===== config.mk =====
export PLATFORM = sky130hd
export DESIGN_NAME = pc
export DESIGN_NICKNAME = d
export VERILOG_FILES = /design/src/rtl/pc.sv
export SDC_FILE = /design/constraint.sdc
export NUM_CORES = 1
export LEC_CHECK = 0
export ABC_AREA = 0
export BUFFER_PORTS_ARGS = -buffer_cell sky130_fd_sc_hd__buf_2
export CAP_MARGIN = 20
export CORE_AREA = 2 2 39 41
export DETAILED_ROUTE_END_ITERATION = 10
export DIE_AREA = 0 0 41 43
export GPL_TIMING_DRIVEN = 0
export HOLD_SLACK_MARGIN = 0.08
export SLEW_MARGIN = 20
export SYNTH_ARGS = -nofsm -noshare
export SYNTH_HDL_FRONTEND = slang
export SYNTH_SLANG_ARGS = --single-unit

===== constraint.sdc =====
create_clock -name clk -period 3.45 [get_ports clk]
set_clock_uncertainty 0.05 [all_clocks]
set_input_delay 1.035 -clock clk [delete_from_list [all_inputs] [get_ports clk]]
set_output_delay 1.035 -clock clk [all_outputs]
set_load 0.005 [all_outputs]

===== src/rtl/pc.sv =====
// pc: free-running program counter that steps by STEP and wraps to RESET_VAL past LAST_VAL
//   clk  : system clock, state advances on the rising edge
//   rst  : asynchronous active-high reset, forces pout to RESET_VAL
//   pout : current fetch address, driven straight from the counter register
module pc #(
    parameter int WIDTH     = 6,
    parameter int RESET_VAL = 0,
    parameter int STEP      = 1,
    parameter int LAST_VAL  = (1 << WIDTH) - 1
) (
    input  logic             clk,
    input  logic             rst,
    output logic [WIDTH-1:0] pout
);
    localparam logic [WIDTH:0]   STEP_X  = (WIDTH+1)'(STEP);
    localparam logic [WIDTH:0]   LAST_X  = (WIDTH+1)'(LAST_VAL);
    localparam logic [WIDTH-1:0] RESET_W = WIDTH'(RESET_VAL);
    // A step wider than the whole range always wraps; guards against STEP truncating in WIDTH+1 bits.
    localparam bit               STEP_OK = STEP <= LAST_VAL;

    if (WIDTH < 1 || STEP < 1 || RESET_VAL < 0 || RESET_VAL > LAST_VAL ||
        longint'(LAST_VAL) > (longint'(1) << WIDTH) - 1) begin : g_bad_params
        $error("pc: illegal parameter combination");
    end

    logic [WIDTH-1:0] r_pout;
    logic [WIDTH:0]   w_sum;
    logic [WIDTH-1:0] w_next;

    // Sum carries an extra bit so the terminal comparison never sees a truncated value.
    always_comb begin
        w_sum  = {1'b0, r_pout} + STEP_X;
        w_next = (STEP_OK && w_sum <= LAST_X) ? w_sum[WIDTH-1:0] : RESET_W;
    end

    always_ff @(posedge clk or posedge rst) begin
        if (rst) r_pout <= RESET_W;
        else     r_pout <= w_next;
    end

    assign pout = r_pout;
endmodule


# == After elaboration in Yosys (flattened, before gate mapping) ==
# Cells that the tools add are included.
# op_classes
magnitude_cmp,1
n_mux,1
add_sub_neg,1
# op_table
operator,n
6-bit by 1-bit adder with 7-bit output (second input constant),1
7-bit by 6-bit less-or-equal comparator with 1-bit output (second input constant),1
6-bit two-way mux,1
# totals
inputBits,2
ff_bits,6
output_inout_bits,6

# == Longest topological paths before layout ==
# logic_depth
ltp_word,3
depth_mapped,6
ltp_nobuf,6

# == Worst setup path before layout ==
# Ideal clock, no wire load.
# synth_timing
path_type,register -> register
from,"reg r_pout[0], in the netlist pout[0]"
to,"reg r_pout[3], in the netlist pout[3]"
t_required_ns,3.329
setup_time_ns,0.071
path_slack_ns,1.863
stages_incl_launch_ff,7
synth_period_minus_slack_ns,1.587
arrival_ns,1.466
path_cell_list,dfrtp_1 > inv_1 > ha_1 > nor2_1 > maj3_1 > o2111a_1 > nor2_1
# synth_between
elab_chain_cells,3
# synth_rtl
item,line,rtl
"start, declared",26,logic [WIDTH-1:0] r_pout;
"start signal, assigned",38,else r_pout <= w_next;
6-bit by 1-bit adder with 7-bit output *,32,"w_sum = {1'b0, r_pout} + STEP_X;"
7-bit by 6-bit less-or-equal comparator with 1-bit output,33,w_next = (STEP_OK && w_sum <= LAST_X) ? w_sum[WIDTH-1:0] : RESET_W;
6-bit two-way mux *,33,
via w_next[3],28,logic [WIDTH-1:0] w_next;
# The timed path passes the listed nets; every way through them passes the cells marked *.

# == Worst setup path after layout ==
# layout_timing
from,"reg r_pout[0], in the netlist pout[0]"
to,out pout[0]
# layout_lines
item,line,rtl
"end, declared",13,output logic [WIDTH-1:0] pout
# No word-level cell between the ends.

==> load_flow_metrics.sql <==
INSERT INTO impl_metrics (metric_group, metric, value, unit) VALUES
('clock_tree', 'cts.repair_timing.setup_buffer_count', '0', ''),
('finish', 'nNetsFinal', '62', ''),
('sta', 'setup-violations-final', '0', ''),
('worst_hold_path', 'min_path_type', 'reg -> reg', ''),
('clock_tree', 'ctsLongestPathBuffers', '2', ''),
('sta', 'slew_headroom', '0.691', ''),
('grt', 'grt_pass1_vias', '337', ''),
('placed_design', 'count_of_buffers_inserted_at_the_top_level_ports', '7', ''),
('synth', 'netlist_area', '422', 'um2'),
('setup_path', 'critical_path.n_buffers_inverters', '1', ''),
('grt', 'grt_start_max_net_pins', '11', ''),
('die', 'pin_count', '8', ''),
('sta', 'timing.hold.ws', '0.513', 'ns'),
('finish', 'final_area', '499', 'um2'),
('pwr', 'ir_drop', '0.000125', 'V'),
('synth', 'synth_area_per_cell', '9.17', 'um2'),
('clock_tree', 'post_cts_hold_buffer_count', '0', ''),
('setup_path', 'critical_path.slowest_cell', 'dfrtp_1', ''),
('setup_path', 'crit_path_max_fanout', '7', ''),
('die', 'die_w', '41', 'um'),
('drt', 'routed_via_density', '5.26', ''),
('drt', 'vias', '379', ''),
('synth', 'synth_seq_area_share', '0.356', ''),
('placed_design', 'hpwl', '605', 'um'),
('synth', 'synth.ff_latch_count', '6', ''),
('setup_path', 'crit_end_element', 'output pin', ''),
('setup_path', 'critical_path.top_delay_family', 'flip-flops', ''),
('setup_path', 'setup.worst_path.class', 'reg -> out', ''),
('drt', 'detail-route-antenna-nets', '0', ''),
('sta', 'clock.fmax', '514', 'MHz'),
('die', 'initial_standard_cell_utilization_of_the_core', '0.305', ''),
('finish', 'area_growth_syn_to_fin', '18.4', '%'),
('die', 'die_h', '43', 'um'),
('setup_path', 'worst_path_largest_cell_delay', '0.45', 'ns'),
('setup_path', 'cp.arrival', '0.86', 'ns'),
('sta', 'post-route-period-util', '0.563', ''),
('setup_path', 'worst-endpoint-required', '2.36', 'ns'),
('pwr', 'power_density', '275', 'nW/um2'),
('sta', 'worst_slew_pin_slew', '0.463', 'ns'),
('sta', 'grt_setup_unrepaired', 'false', ''),
('finish', 'drive_gt1_frac', '0.250', ''),
('sta', 'finalWorstPathRequiredPeriod', '1.94', 'ns'),
('die', 'core.rowCount', '14', ''),
('placed_design', 'finalWeightedCongestion', '0.699', ''),
('clock_tree', 'cts_tree', 'built', ''),
('sta', 'setup_tns', '0', 'ns'),
('synth', 'synth.distinct_cells', '27', ''),
('pwr', 'leakagePower', '0.250', 'nW'),
('finish', 'n_fill_cell', '144', ''),
('finish', 'utilization', '0.361', ''),
('finish', 'largest_register_ffs', '6', ''),
('clock_tree', 'htree_num_levels', '1', ''),
('finish', 'most-common-layout-cells', 'buf_2, dfrtp_1, nand2_1', ''),
('placed_design', 'dpl-instance-area', '477', 'um2'),
('die', 'core-area', '1380', 'um2'),
('clock_tree', 'post_cts_resize_count', '0', ''),
('run_status', 'run_status', 'complete, no violations', ''),
('grt', 'initial_antenna_violation_count', '0', ''),
('finish', 'antenna_cells_inserted', '0', ''),
('drt', 'drt_drc_violations_left', '0', ''),
('setup_path', 'worst_setup_path_start_kind', 'flip-flop', ''),
('synth', 'postSynthNetCount', '50', ''),
('die', 'floorplan.die_area', '1760', 'um2'),
('drt', 'first_pass_iteration_count_of_the_detailed_router', '4', ''),
('clock_tree', 'cts.clk_slew.worst_paths', '0.04', 'ns'),
('synth', 'netlist_instances', '46', ''),
('synth', 'async_flop_share', '1.00', ''),
('clock_tree', 'tritoncts.num_buffers', '3', ''),
('drt', 'initialDrtViolationCount', '8', ''),
('grt', 'grt_overflow', '0', ''),
('clock_tree', 'worst_skew_pair.late_latency', '0.25', 'ns'),
('synth', 'yosys_most_used_dff', 'dfrtp_1', ''),
('sta', 'hold_viol', '0', ''),
('flow_run', 'cap_viol_max_count', '0', ''),
('finish', 'most_common_library_cell_in_the_layout_ignoring_fill_and_taps', 'buf_2', ''),
('drt', 'wl_per_cell', '11.6', 'um'),
('grt', 'grt.total_usage', '0.124', ''),
('synth', 'synthesis.yosys.warnings', '0', ''),
('setup_path', 'path_cells', 'buf_2', ''),
('drt', 'routed_wirelength', '838', 'um'),
('clock_tree', 'cts_num_sinks', '6', ''),
('grt', 'global_route_wire_length_before_repair', '1420', 'um'),
('sta', 'report.final.slew_viol_count', '0', ''),
('synth', 'synth-edff-count', '0', ''),
('clock_tree', 'clock_tree.root_cell', 'clkbuf_4', '');
## metal layers
metal / vias up / track usage / part of all wire
li1: 186 / - / -
met1: 174 / 0.164 / 0.48
met2: 17 / 0.153 / 0.42
met3: 2 / 0.0628 / 0.079
met4: 0 / 0.0800 / 0.013
met5: - / 0 / 0
## synthesized netlist by cell type, types with 2 or more instances
cell,number,area (um2)
xnor2_1,2,17.5
inv_1,2,7.51
ha_1,2,25.0
maj3_1,2,20.0
buf_2,2,10.0
nor2_1,3,11.3
a21oi_1,2,10.0
dfrtp_1,6,150
xor2_1,2,17.5
nand2_1,4,15.0
a31oi_1,3,18.8
## worst register-to-register path, cell delays in order (launching register included)
cell      delay, ns
dfrtp_1        0.45
ha_1           0.23
clkbuf_1       0.23
nor2b_1        0.22
nand2_1        0.09
o21a_1         0.21
a31oi_1        0.20
## stage by stage
stage	power, mW	std cells	worst slack [ns]
2_1_floorplan	0.0728	46	1.86
3_3_place_gp	0.0736	69	1.74
3_5_place_dp	0.0737	69	1.73
4_1_cts	0.140	72	1.51
5_1_grt	0.150	72	1.46
6_report	0.137	72	1.51
## logic make-up (layout without fill, tap and decap cells)
logic type	Yosys count	after routing	synth area share
buffers and inverters	7	17	0.0771
adders and majority gates	4	4	0.107
muxes	1	1	0.0237
DFF	6	6	0.356
xor gates and xnor gates	4	4	0.0831
and+or+nand+nor	13	13	0.154
AOI/OAI and AO/OA	11	11	0.199
## worst paths after layout
| kind | end | startpoint | slack (ns) | cells past startpoint |
|---|---|---|---|---|
| worst max-delay path | pout[0] | pout[0] | 1.51 | 1 |
| worst min-delay path | pout[0] | pout[0] | 0.51 | 1 |
| worst max register to register | pout[1] | pout[0] | 1.69 | 6 |
| worst min register to register | pout[0] | pout[0] | 0.51 | 1 |
| max in group asynchronous | pout[0] | rst | 2.51 | 2 |
| min in group asynchronous | pout[5] | rst | 0.64 | 2 |
## where the power goes
part	switching, mW	internal (mW)
registers	0	0.0706
logic	0.00144	0.000477
clock network	0.0252	0.0393
## area by class of cell
type / instances / area (um2) / share of cell area
inverter: 3 / 11.3 / 0.0226
tap: 16 / 20.0 / 0.0401
sequential: 6 / 150 / 0.301
multi-input combinational: 33 / 239 / 0.479
clock buffer: 3 / 22.5 / 0.0451
timing repair buffer: 7 / 35.0 / 0.0702
buffer: 4 / 21.3 / 0.0426
No activity file was read; power rests on OpenSTA's default activity.
